File: src/rtl/seq_bit_gen.sv
// seq_bit_gen: serial pattern transmitter, MSB-first, repeated `count` times with `gap` idle cycles.
// Optional even-parity bit per repetition when SEQ_GEN_PARITY_EN is defined.
module seq_bit_gen #(
    parameter int PATTERN_W = 4,
    parameter int CNT_W     = 8,
    parameter int GAP_W     = 4
) (
    input  logic                 clk,
    input  logic                 reset,
    input  logic                 start,
    input  logic [PATTERN_W-1:0] pattern,
    input  logic [CNT_W-1:0]     count,
    input  logic [GAP_W-1:0]     gap,
    output logic                 bout,
    output logic                 bvalid,
    output logic                 frame_end,
    output logic                 busy,
    output logic                 done
);
    localparam int IDX_W = $clog2(PATTERN_W);
    localparam logic [IDX_W-1:0] IDX_TOP = IDX_W'(PATTERN_W - 1);

    typedef enum logic [2:0] {IDLE, SHIFT, GAP, PAR, DONE} state_t;

    state_t                 r_state, w_nstate;
    logic [IDX_W-1:0]       r_idx, w_nidx;
    logic [CNT_W-1:0]       r_reps, w_nreps;
    logic [GAP_W-1:0]       r_gcnt, w_ngcnt, r_gap, w_ngap;
    logic [PATTERN_W-1:0]   r_pat, w_npat;
    logic                   w_last;
    logic                   w_nbout, w_nbvalid, w_nfe, w_nbusy, w_ndone;

    always_comb begin
        w_nstate = r_state;
        w_nidx   = r_idx;
        w_nreps  = r_reps;
        w_ngcnt  = r_gcnt;
        w_npat   = r_pat;
        w_ngap   = r_gap;
        w_last   = 1'b0;
        case (r_state)
            IDLE: if (start) begin
                w_npat   = pattern;
                w_nreps  = count;
                w_ngap   = gap;
                w_nidx   = IDX_TOP;
                w_nstate = (count == '0) ? DONE : SHIFT;
            end
            SHIFT: begin
                w_nidx = r_idx - 1'b1;
`ifdef SEQ_GEN_PARITY_EN
                if (r_idx == '0) w_nstate = PAR;
`else
                w_last = (r_idx == '0);
`endif
            end
`ifdef SEQ_GEN_PARITY_EN
            PAR:  w_last = 1'b1;
`endif
            GAP: begin
                w_ngcnt = r_gcnt - 1'b1;
                if (r_gcnt == GAP_W'(1)) begin
                    w_nstate = SHIFT;
                    w_nidx   = IDX_TOP;
                end
            end
            DONE:    w_nstate = IDLE;
            default: w_nstate = IDLE;
        endcase
        // end of a repetition: either finish, restart immediately, or idle for gap cycles
        if (w_last) begin
            w_nreps  = r_reps - 1'b1;
            w_nidx   = IDX_TOP;
            w_ngcnt  = r_gap;
            w_nstate = (r_reps == CNT_W'(1)) ? DONE : (r_gap == '0) ? SHIFT : GAP;
        end
        // outputs are computed from the next state so they can be registered
`ifdef SEQ_GEN_PARITY_EN
        w_nbvalid = (w_nstate == SHIFT) || (w_nstate == PAR);
        w_nbout   = (w_nstate == SHIFT) ? w_npat[w_nidx] : (w_nstate == PAR) ? ^w_npat : 1'b0;
        w_nfe     = (w_nstate == PAR);
        w_nbusy   = (w_nstate == SHIFT) || (w_nstate == GAP) || (w_nstate == PAR);
`else
        w_nbvalid = (w_nstate == SHIFT);
        w_nbout   = (w_nstate == SHIFT) ? w_npat[w_nidx] : 1'b0;
        w_nfe     = (w_nstate == SHIFT) && (w_nidx == '0);
        w_nbusy   = (w_nstate == SHIFT) || (w_nstate == GAP);
`endif
        w_ndone   = (w_nstate == DONE);
    end

    always_ff @(posedge clk) begin
        if (reset) begin
            r_state   <= IDLE;
            r_idx     <= '0;
            r_reps    <= '0;
            r_gcnt    <= '0;
            r_gap     <= '0;
            r_pat     <= '0;
            bout      <= 1'b0;
            bvalid    <= 1'b0;
            frame_end <= 1'b0;
            busy      <= 1'b0;
            done      <= 1'b0;
        end else begin
            r_state   <= w_nstate;
            r_idx     <= w_nidx;
            r_reps    <= w_nreps;
            r_gcnt    <= w_ngcnt;
            r_gap     <= w_ngap;
            r_pat     <= w_npat;
            bout      <= w_nbout;
            bvalid    <= w_nbvalid;
            frame_end <= w_nfe;
            busy      <= w_nbusy;
            done      <= w_ndone;
        end
    end
endmodule

File: config.mk
export PLATFORM = sky130hd
export DESIGN_NAME = seq_bit_gen
export DESIGN_NICKNAME = d
export VERILOG_FILES = /design/src/rtl/seq_bit_gen.sv
export SDC_FILE = /design/constraint.sdc
export NUM_CORES = 1
export LEC_CHECK = 0
export ABC_AREA = 1
export BUFFER_PORTS_ARGS = -buffer_cell sky130_fd_sc_hd__buf_4
export CAP_MARGIN = 20
export CORE_AREA = 2 2 59 61
export CTS_CLUSTER_DIAMETER = 30
export DETAILED_ROUTE_END_ITERATION = 16
export DIE_AREA = 0 0 61 63
export PLACE_DENSITY = 0.74
export SYNTH_ARGS = -nofsm -noshare
export SYNTH_HDL_FRONTEND = slang
export SYNTH_SLANG_ARGS = --single-unit
export TNS_END_PERCENT = 50
File: constraint.sdc
create_clock -name clk -period 1.9 [get_ports clk]
set_input_delay 0.38 -clock clk [delete_from_list [all_inputs] [get_ports clk]]
set_output_delay 0.38 -clock clk [all_outputs]
set_load 0.01 [all_outputs]
* After elaboration in Yosys (flattened, before gate mapping) *
Cells that the tools add are included.

storage, ports and cells
  bits in registers = 30
  bits of input ports = 19
  output and inout bits = 5
  logic and storage cells = 57

operators by class
  add/subtract/negate cells = 3
  $lt $le $gt $ge = 1
  equality and inequality tests = 7
  mux-type cells = 21
  bitwise logic cells = 1
  reduce and logical (&&, ||, !) cells = 13

operators with widths
  operator                                                              number
  8-bit two-way mux                                                     3
  4-bit two-way mux                                                     4
  3-bit two-way mux                                                     5
  3-bit one-hot mux with 3 select lines                                 1
  8-bit by 1-bit == test with 1-bit output, second input constant       1
  8-bit logical NOT                                                     1
  2-bit two-way mux                                                     4
  8-bit by 1-bit subtractor with 8-bit output, second input constant    1
  3-bit by 1-bit == test with 1-bit output, second input constant       2
  3-bit by 2-bit == test with 1-bit output, second input constant       2
  2-bit one-hot mux with 3 select lines                                 1
  2-bit nonzero test                                                    3
  4-bit by 1-bit == test with 1-bit output, second input constant       1
  2-bit logical NOT                                                     2
  4-bit logical NOT                                                     1
  2-bit AND reduction                                                   2
  4-bit by 1-bit subtractor with 4-bit output, second input constant    1
  3-bit == test, second input constant                                  1
  3-bit logical NOT                                                     1
  2-bit by 3-bit < comparator with 1-bit output, second input constant  1
  1-bit binary-select mux with 2-bit select                             1
  1-bit two-way mux                                                     2
  2-bit OR reduction                                                    1
  2-bit by 1-bit subtractor with 2-bit output, second input constant    1
  other kinds (3)                                                       3

* Logic depth before layout (Yosys ltp) *
Gate-level depths: netlist of the first run.

  word-level depth = 8
  mapped depth = 12
  gate-level depth less buffers = 11

* Worst setup path after synthesis of the first run *
OpenSTA, ideal clock, no wires.

  path type = register to register
  from = reg r_idx[0]
  to = reg bout
  library setup time = 0.070 ns
  data arrival time = 1.276 ns
  data required time = 1.830 ns
  path slack = 0.554 ns
  cell stages (with the launch flop) = 11
  buffers on the path = 1
  period minus slack after synthesis = 1.346 ns
  cell sequence = dfxtp_1 > inv_1 > ha_1 > inv_1 > nor2_4 > buf_6 > nor2_4 > nand3_1 > nand2_1 > nand3_1 > a21oi_1

between the ends
  cells in the longest elaborated chain, start to end = 6
  elaborated cells on any way between the ends = 13
  those cells by class = add/sub: 1; eq/ne: 1; mux: 8; bitwise: 1; reduce/logical: 2

RTL lines
  what                                                                                                 RTL line  text
  start, declared                                                                                      26        logic [IDX_W-1:0] r_idx, w_nidx;
  start signal, assigned                                                                               107       r_idx <= w_nidx;
  parallel branches: the longest is 6 deep, another holds 2-bit by 1-bit subtractor with 2-bit output  -
  end signal, assigned                                                                                 112       bout <= w_nbout;
  end, declared                                                                                        14        output logic bout,

Parallel ways; which one is timed is not known. The select of a mux whose other input is x is not followed.
A chain may end at the register's enable or synchronous reset.

* Final worst setup path of the first run *
  from = reg r_state[2]
  to = reg bout

between the ends
  cells in the longest elaborated chain, start to end = 6
  elaborated cells on any way between the ends = 16
  those cells by class = eq/ne: 3; mux: 10; bitwise: 1; reduce/logical: 2

RTL lines
  what                                                                               RTL line  text
  start, declared                                                                    25        state_t r_state, w_nstate;
  start signal, assigned                                                             106       r_state <= w_nstate;
  3-bit by 2-bit == test with 1-bit output (tied with other cells)                   41        case (r_state)
  3-bit one-hot mux with 3 select lines / 1-bit two-way mux (equally long branches)  41
  3-bit two-way mux                                                                  71        if (w_last) begin
  3-bit by 1-bit == test with 1-bit output                                           85        w_nbout = (w_nstate == SHIFT) ? w_npat[w_nidx] : 1'b0;
  1-bit NOT (no source line)                                                         -
  2-bit OR reduction (no source line)                                                -

Several ways; a longest one is shown, not always the timed one. The select of a mux whose other input is x is not followed.

==> flow_summary.toml, run 1 <==
[floorplanning]
rows = 21
num_io_pins = 24
die_x_um = 61
dieArea_mm2 = 0.00384
fp.dieH_um = 63
initial_core_util_pct = 48.9
core_area_mm2 = 0.00323

[power]
p_leak_nw = 0.878
total_power_w = 0.00212
p_per_area_mw_per_mm2 = 1150
ir_drop_v = 0.000469
p_seq_share_pct = 39.5
power_frac_comb_pct = 41.8
p_sw_w = 0.000834
power.internal_w = 0.00128
switching_share_pct = 39.4
clkPwrFrac_pct = 18.7

[place]
dp_hpwl_um = 2370
io_buffers = 23
placed_cells = 291
gp_congestion = 0.864
placed_area_mm2 = 0.00178

[flow_run]
cap_violations = 0

[worst_setup_path]
startpoint_type = "flop"
slowest_stage = "dfxtp_1"
cp_num_buf_inv = 1
required_ps = 2160
path_class = "reg -> reg"
arrival_ps = 1900
crit_path_end_kind = "flop"
cpLargestDelayFamily = "simple AND/OR/NAND/NOR gates"
cp_max_fo = 11
cp_common_cell = "nand2_1"
cp_cell_sequence = "nor2_4 > nand3_4 > inv_1 > nand2_1 > nand2_1 > nand2_1 > nand2_1 > nand2_1 > a21oi_1"
max_stage_delay_ps = 350

[cts]
holdBufCountCts = 0
cts_root_buf = "clkbuf_4"
cts_post_setup_buffers_inserted = 0
cts_tree = "yes"
htreeDepth = 2
numClockSinks = 30
cts_buffer_depth = 2
worst_skew_pair.late_latency_ps = 330
cts_resized = 0
cts.clk_slew.worst_paths_ps = 90
cts_made_buffers = 5

[sta]
maxSlewHeadroom_pct = 76.3
fmax_mhz = 610
min_period_over_period_pct = 86.3
rsz0062_at_grt = "no"
skew_ps = 5.05
holdWs_ps = 290
period_needed_ps = 1640
fin_tns_setup_ps = 0
worstMarginPinSlew_ps = 355
final-hold-violation-count = 0
finalSetupViolCount = 0
slew_viol_final = 0

[global_routing]
grt_pass1_wl_um = 5460
grt_pass1_vias = 1378
grt_max_degree = 21
antenna_found_initial = 0
overflow = 0
grt_usage_pct = 18.7

[detailed_routing]
vias = 1437
post_drt_wl_per_cell_um = 10.3
first_pass_iters = 4
wl_met3_um = 166
wl_met2_um = 1360
via_per_inst = 4.81
drtIter0Drc = 45
wl_met1_um = 1470
top_layer_used = "met4"
wirelength_um = 3080
ant_nets = 0
drc = 0

[yosys]
synth_area_mm2 = 0.00158
ys_types = 30
syn_nets = 250
synth_seq_cells = 30
syn_inst = 226
seq_area_frac_synth_pct = 38.0
yosys_warnings = 0
syn_avg_cell_area_um2 = 6.99

[cells_and_area]
instances_no_fill = 299
stdcell_area_mm2 = 0.00184
diodes = 0
layout_commonest_cell = "nand2_1"
drive_gt1_share_pct = 18.2
final_cell_mix = "nand2_1, inv_1, dfxtp_1"
nNetsFinal = 276
area_delta_synth_final_pct = 16.6

[outcome]
status = "finished, final reports clean"

[worst_hold_path]
hold_path_class = "in -> reg"
[path summary, 6_finish.rpt]
kind         startpoint        end  slack [ps]  cells after the start
max          r_state[2]       bout         260                      9
min            count[4]  r_reps[4]         290                      3
max reg2reg  r_state[2]       bout         260                      9
min reg2reg    r_gap[1]   r_gap[1]         480                      2
[worst min-delay path, stage by stage]
cell,delay [ps]
buf_4,90
a211oi_1,50
nor2_1,70
[cell usage after synthesis]
master | count | area share (%)
nor3_2 | 1 | 0.63
nor2_1 | 28 | 6.7
dfxtp_1 | 30 | 38
nor3_1 | 3 | 0.95
o2bb2ai_1 | 1 | 0.55
nand2_1 | 52 | 12
o22ai_1 | 2 | 0.79
nand4_1 | 4 | 1.6
nand2_4 | 1 | 0.71
nand3_4 | 1 | 1.1
a31oi_1 | 9 | 3.6
buf_4 | 1 | 0.48
or2_0 | 1 | 0.40
o221ai_1 | 1 | 0.55
buf_6 | 2 | 1.4
a21oi_1 | 12 | 3.8
or2_2 | 5 | 2.0
inv_2 | 1 | 0.24
buf_2 | 1 | 0.32
o21ai_0 | 11 | 3.5
nor2_2 | 1 | 0.40
a211oi_1 | 1 | 0.48
ha_1 | 5 | 4.0
inv_1 | 34 | 8.1
nand3_2 | 1 | 0.63
xor2_1 | 2 | 1.1
nor2_4 | 3 | 2.1
o21ai_1 | 2 | 0.63
clkbuf_1 | 2 | 0.48
nand3_1 | 8 | 2.5
[per-stage QoR]
stage | setup WS (ps) | utilization [%]
finish | 260 | 57.0
global route | 5.18 | 57.0
CTS | 225 | 57.0
detailed placement | 248 | 55.2
global placement | 301 | 55.2
floorplan | 554 | -
[layer usage]
layer	GRT usage, %	vias to the layer above
met4	9.51	0
met1	23.4	621
met2	28.5	37
met3	5.38	11
met5	0	-
li1	-	768
[power groups by stage]
| stage | Sequential (W) | Combinational [W] | Clock (W) |
|---|---|---|---|
| finish | 0.000837 | 0.000886 | 0.000395 |
| global route | 0.000852 | 0.00103 | 0.000440 |
| CTS | 0.000836 | 0.000893 | 0.000409 |
| detailed placement | 0.000850 | 0.000888 | 0 |
| global placement | 0.000848 | 0.000882 | 0 |
| floorplan | 0.000847 | 0.000694 | 0 |
[sequential cells by signal (all words and copies together), names as in the netlist]
signal / cells
bvalid: 1
r_reps: 8
r_state: 3
r_pat: 4
r_gcnt: 4
busy: 1
r_idx: 2
r_gap: 4
frame_end: 1
bout: 1
done: 1
[kinds of logic (layout without fill, tap and decap cells)]
kind of cell / count (synthesis) / after routing / synth area share [%]
and+or+nand+nor: 109 / 109 / 32.1
buffers and inverters: 41 / 68 / 11.0
AOI/OAI and AO/OA: 39 / 39 / 13.9
DFF: 30 / 30 / 38.0
adders and majority gates: 5 / 5 / 3.96
xor gates and xnor gates: 2 / 2 / 1.11
[layout make-up]
| type | instances | area, um^2 |
|---|---|---|
| Fill cell | 321 | 1390 |
| Multi-Input combinational cell | 155 | 806 |
| Sequential cell | 30 | 601 |
| Timing Repair Buffer | 25 | 188 |
| Inverter | 35 | 131 |
| Tap cell | 46 | 57.6 |
| Clock buffer | 7 | 55.1 |
| Clock inverter | 1 | 5.00 |
Note: power is estimated with default switching activity, not from simulation.
==> inputs of run 2 (changes only) <==
--- a/config.mk
+++ b/config.mk
@@ -8,11 +8,13 @@
 export ABC_AREA = 1
 export BUFFER_PORTS_ARGS = -buffer_cell sky130_fd_sc_hd__buf_4
 export CAP_MARGIN = 20
-export CORE_AREA = 2 2 59 61
+export CELL_PAD_IN_SITES_DETAIL_PLACEMENT = 1
+export CELL_PAD_IN_SITES_GLOBAL_PLACEMENT = 1
+export CORE_AREA = 2 2 66 68
 export CTS_CLUSTER_DIAMETER = 30
 export DETAILED_ROUTE_END_ITERATION = 16
-export DIE_AREA = 0 0 61 63
-export PLACE_DENSITY = 0.74
+export DIE_AREA = 0 0 68 70
+export PLACE_DENSITY = 0.8
 export SYNTH_ARGS = -nofsm -noshare
 export SYNTH_HDL_FRONTEND = slang
 export SYNTH_SLANG_ARGS = --single-unit
==> flow_summary.toml, run 2 (same netlist as run 1, synthesis figures left out) <==
[power]
p_leak_nw = 0.891
ir_drop_v = 0.000405
p_per_area_mw_per_mm2 = 1230
total_power_w = 0.00231

[detailed_routing]
vias = 1501
ant_nets = 0
drc = 0
wirelength_um = 4080
via_per_inst = 4.92
drtIter0Drc = 37
first_pass_iters = 4
post_drt_wl_per_cell_um = 13.4

[place]
placed_area_mm2 = 0.00179
placed_cells = 297
io_buffers = 23
gp_congestion = 0.792
dp_hpwl_um = 3150

[sta]
finalSetupViolCount = 0
rsz0062_at_grt = "no"
worstMarginPinSlew_ps = 342
fin_tns_setup_ps = 0
fmax_mhz = 631
final-hold-violation-count = 0
skew_ps = 4.30
min_period_over_period_pct = 83.4
slew_viol_final = 0
period_needed_ps = 1580
maxSlewHeadroom_pct = 77.2

[floorplanning]
core_area_mm2 = 0.00414
dieArea_mm2 = 0.00476
rows = 24
num_io_pins = 24
die_x_um = 68
initial_core_util_pct = 38.1
fp.dieH_um = 70

[cts]
cts_made_buffers = 5
holdBufCountCts = 0
cts_tree = "yes"
cts_root_buf = "clkbuf_8"
cts.clk_slew.worst_paths_ps = 60
cts_resized = 0
htreeDepth = 2
numClockSinks = 30
cts_post_setup_buffers_inserted = 0
cts_buffer_depth = 2
worst_skew_pair.late_latency_ps = 290

[worst_setup_path]
startpoint_type = "flop"
regToRegEndpoint = "bout"
required_ps = 2120
path_class = "reg -> reg"
crit_path_end_kind = "flop"
rrSetupSlack_ps = 320
r2r-start = "r_idx[0]"
arrival_ps = 1800
cp_max_fo = 10
reg2regPathDepth = 10

[cells_and_area]
layout_commonest_cell = "nand2_1"
fin_util_pct = 45.4
stdcell_area_mm2 = 0.00188
diodes = 0
nNetsFinal = 276
largest_reg_flops = 8
area_delta_synth_final_pct = 19.1
top_register = "r_reps"
final_cell_mix = "nand2_1, inv_1, dfxtp_1"
instances_no_fill = 305
drive_gt1_share_pct = 18.2

[worst_hold_path]
min_from = "count[4]"
hold_path_class = "in -> reg"
holdPathEnd = "r_reps[4]"
hold_path_depth = 3

[global_routing]
antenna_found_initial = 0
overflow = 0
grt_usage_pct = 19.7
grt_max_degree = 21
grt_pass1_vias = 1531
grt_pass1_wl_um = 6980

[outcome]
status = "finished, final reports clean"

[flow_run]
cap_violations = 0
==> run 2: cell counts in the layout (fill, tap and decap cells not counted) <==
Identical to the previous run, type by type.
==> run 2: worst max path at each step <==
| stage | startpoint | to | slack [ps] | cells past startpoint |
|---|---|---|---|---|
| 2_1_floorplan | r_idx[0] | bout | 550 | 10 |
| 3_3_place_gp | r_idx[0] | bout | 390 | 10 |
| 3_5_place_dp | r_state[2] | frame_end | 330 | 9 |
| 4_1_cts | r_state[2] | frame_end | 320 | 9 |
| 5_1_grt | r_idx[0] | bout | 100 | 10 |
| 6_report | r_idx[0] | bout | 320 | 10 |
==> run 2: final cells by class <==
| type | instances | area (um^2) |
|---|---|---|
| fillers | 546 | 2260 |
| multi-input cells | 155 | 806 |
| flip-flops and latches | 30 | 601 |
| repair buffers | 25 | 188 |
| inverters | 35 | 131 |
| clock buffers | 7 | 86.3 |
| well taps | 52 | 65.1 |
| clock inverters | 1 | 5.00 |
==> run 2: where the power goes <==
part           switching, W  internal [W]
Sequential        0.0000820      0.000762
Combinational      0.000587      0.000346
Clock              0.000240      0.000292
==> run 2: worst max-delay path, stage by stage, from the launching register on <==
cell and delay, ps:
dfxtp_1 340, inv_1 100, ha_1 210, inv_1 90, nor2_4 50, buf_4 170
nor2_4 130, nand3_1 140, nand2_1 100, nand3_1 60, a21oi_1 130
==> run 2: through the flow <==
step	setup WS (ps)	hold WS [ps]
after floorplan	554	443
after global placement	395	462
after detailed placement	330	474
after CTS	321	339
after global routing	101	367
final	315	339
==> run 2: layer usage <==
metal	GRT usage, %	vias to the layer above	part of all wire, %
met1	25.0	696	46
met3	4.83	10	3.6
li1	-	772	-
met2	31.3	23	48
met5	0	-	0
met4	8.22	0	1.9
==> inputs of run 3 (changes only) <==
--- a/config.mk
+++ b/config.mk
@@ -10,11 +10,11 @@
 export CAP_MARGIN = 20
 export CELL_PAD_IN_SITES_DETAIL_PLACEMENT = 1
 export CELL_PAD_IN_SITES_GLOBAL_PLACEMENT = 1
-export CORE_AREA = 2 2 66 68
+export CORE_AREA = 2 2 70 72
 export CTS_CLUSTER_DIAMETER = 30
 export DETAILED_ROUTE_END_ITERATION = 16
-export DIE_AREA = 0 0 68 70
-export PLACE_DENSITY = 0.8
+export DIE_AREA = 0 0 72 74
+export PLACE_DENSITY = 0.75
 export SYNTH_ARGS = -nofsm -noshare
 export SYNTH_HDL_FRONTEND = slang
 export SYNTH_SLANG_ARGS = --single-unit
==> constraint.sdc (replaced) <==
create_clock -name clk -period 1.3 [get_ports clk]
set_input_delay 0.26 -clock clk [delete_from_list [all_inputs] [get_ports clk]]
set_output_delay 0.26 -clock clk [all_outputs]
set_load 0.01 [all_outputs]
==> flow_summary.toml, run 3 (same netlist as run 1, synthesis figures left out) <==
[sta]
rsz0062_at_grt = "yes"
skew_ps = 6.74
setup_ws_ps = -144
fmax_mhz = 692
final-hold-violation-count = 0
worstMarginPinSlew_ps = 312
slew_viol_final = 0
maxSlewHeadroom_pct = 79.0
min_period_over_period_pct = 111
finalSetupViolCount = 24
period_needed_ps = 1440

[cells_and_area]
instances_no_fill = 346
top_register = "r_reps"
layout_commonest_cell = "buf_4"
drive_gt1_share_pct = 45.9
area_delta_synth_final_pct = 50.0
largest_reg_flops = 8
final_cell_mix = "buf_4, nand2_1, inv_1"
nNetsFinal = 317
diodes = 0

[floorplanning]
initial_core_util_pct = 34.4
fp.dieH_um = 74
rows = 25
dieArea_mm2 = 0.00533
die_x_um = 72
num_io_pins = 24
core_area_mm2 = 0.00460

[detailed_routing]
via_per_inst = 5.03
drc = 0
drtIter0Drc = 62
ant_nets = 0
wirelength_um = 5320
post_drt_wl_per_cell_um = 15.4
vias = 1742
first_pass_iters = 4

[cts]
cts.clk_slew.worst_paths_ps = 70
htreeDepth = 2
cts_tree = "yes"
cts_made_buffers = 5
cts_buffer_depth = 2
holdBufCountCts = 0
numClockSinks = 30
cts_root_buf = "clkbuf_8"
worst_skew_pair.late_latency_ps = 290

[worst_setup_path]
max_stage_delay_ps = 330
rrSetupSlack_ps = -140
slowest_stage = "dfxtp_2"
cp_cell_sequence = "inv_2 > ha_2 > or2_2 > nand4_1 > nand3_1 > a21oi_1"
required_ps = 1520
startpoint_type = "flop"
regToRegEndpoint = "bout"
crit_path_end_kind = "flop"
reg2regPathDepth = 6
path_class = "reg -> reg"
cp_max_fo = 2
cpLargestDelayFamily = "simple AND/OR/NAND/NOR gates"
crit_path_start = "r_idx[0]"
crit_cells = 6
arrival_ps = 1670
cp_num_buf_inv = 1
r2r-start = "r_idx[0]"
crit_end = "bout"

[outcome]
status = "finished with violations"
violations = "negative setup slack"

[power]
p_leak_nw = 1.11
p_per_area_mw_per_mm2 = 1780
ir_drop_v = 0.000628

[global_routing]
use_met2_pct = 38.8
antenna_found_initial = 0
grt_pass1_vias = 1910
overflow = 0
grt_usage_pct = 20.4
grt_pass1_wl_um = 8320
grt_max_degree = 20
met1_usage_pct = 21.7
busiest_layer = "met2"
use_met3_pct = 4.88

[place]
io_buffers = 23
gp_congestion = 0.786
preCtsSetupSlack_ps = -154
dp_hpwl_um = 3650
placed_cells = 332

[worst_hold_path]
hold_path_class = "in -> reg"

[flow_run]
cap_violations = 0
-- run 3: changes by cell type in the layout (fill, tap and decap cells not counted), sizes merged --
cell	previous run	this run
nand3	10	11
buf	25	65
clkbuf	7	6
clkinv	1	0
-- run 3: worst min-delay path by stage --
stage / startpoint / to / slack [ps] / cells past startpoint
2_1_floorplan: count[4] / r_reps[4] / 400 / 2
3_3_place_gp: r_gap[0] / r_gap[0] / 460 / 2
3_5_place_dp: r_gap[1] / r_gap[1] / 470 / 2
4_1_cts: count[4] / r_reps[4] / 240 / 3
5_1_grt: count[4] / r_reps[4] / 260 / 3
6_report: count[4] / r_reps[4] / 240 / 3
-- run 3: area by class of cell --
cell class                      count  area [um^2]
Multi-Input combinational cell    156          967
Tap cell                           54         67.6
Clock buffer                        6         82.6
Sequential cell                    30          609
Fill cell                         589         2230
Inverter                           35          134
Timing Repair Buffer               65          510
-- run 3: metrics by stage --
step	util (%)	area, um^2	power (W)	setup TNS (ps)	hold slack (ps)
after floorplan	-	1590	0.00227	0	404
after global placement	44.5	2050	0.00296	-624	459
after detailed placement	44.5	2050	0.00305	-1630	473
after CTS	49.0	2250	0.00400	-1350	244
after global routing	51.6	2370	0.00449	-3410	263
final	51.6	2370	0.00422	-1410	240
-- run 3: worst reg2reg max path, stage by stage, from the launching register on --
cell and delay (ps):
dfxtp_2 330, inv_2 60, ha_2 270, or2_2 310
nand4_1 170, nand3_1 120, a21oi_1 120
-- run 3: timing repair --
action                     4_1_cts  5_1_grt
gates resized for setup         33       30
setup buffers                    4        3
pin swaps                       10        6
gates cloned                     1        0
setup endpoints to repair       24       30
-- run 3: report_power, final --
group | switching [W] | total, W | internal [W]
clock | 0.000350 | 0.000758 | 0.000408
combinational | 0.00121 | 0.00222 | 0.00101
sequential | 0.000123 | 0.00125 | 0.00112
-- run 3: layer usage --
layer	vias to the layer above	share of wire, %	wire (um)
met1	831	43	2280
li1	859	-	-
met2	41	52	2750
met3	11	3.8	202
met5	-	0	0
met4	0	1.6	85
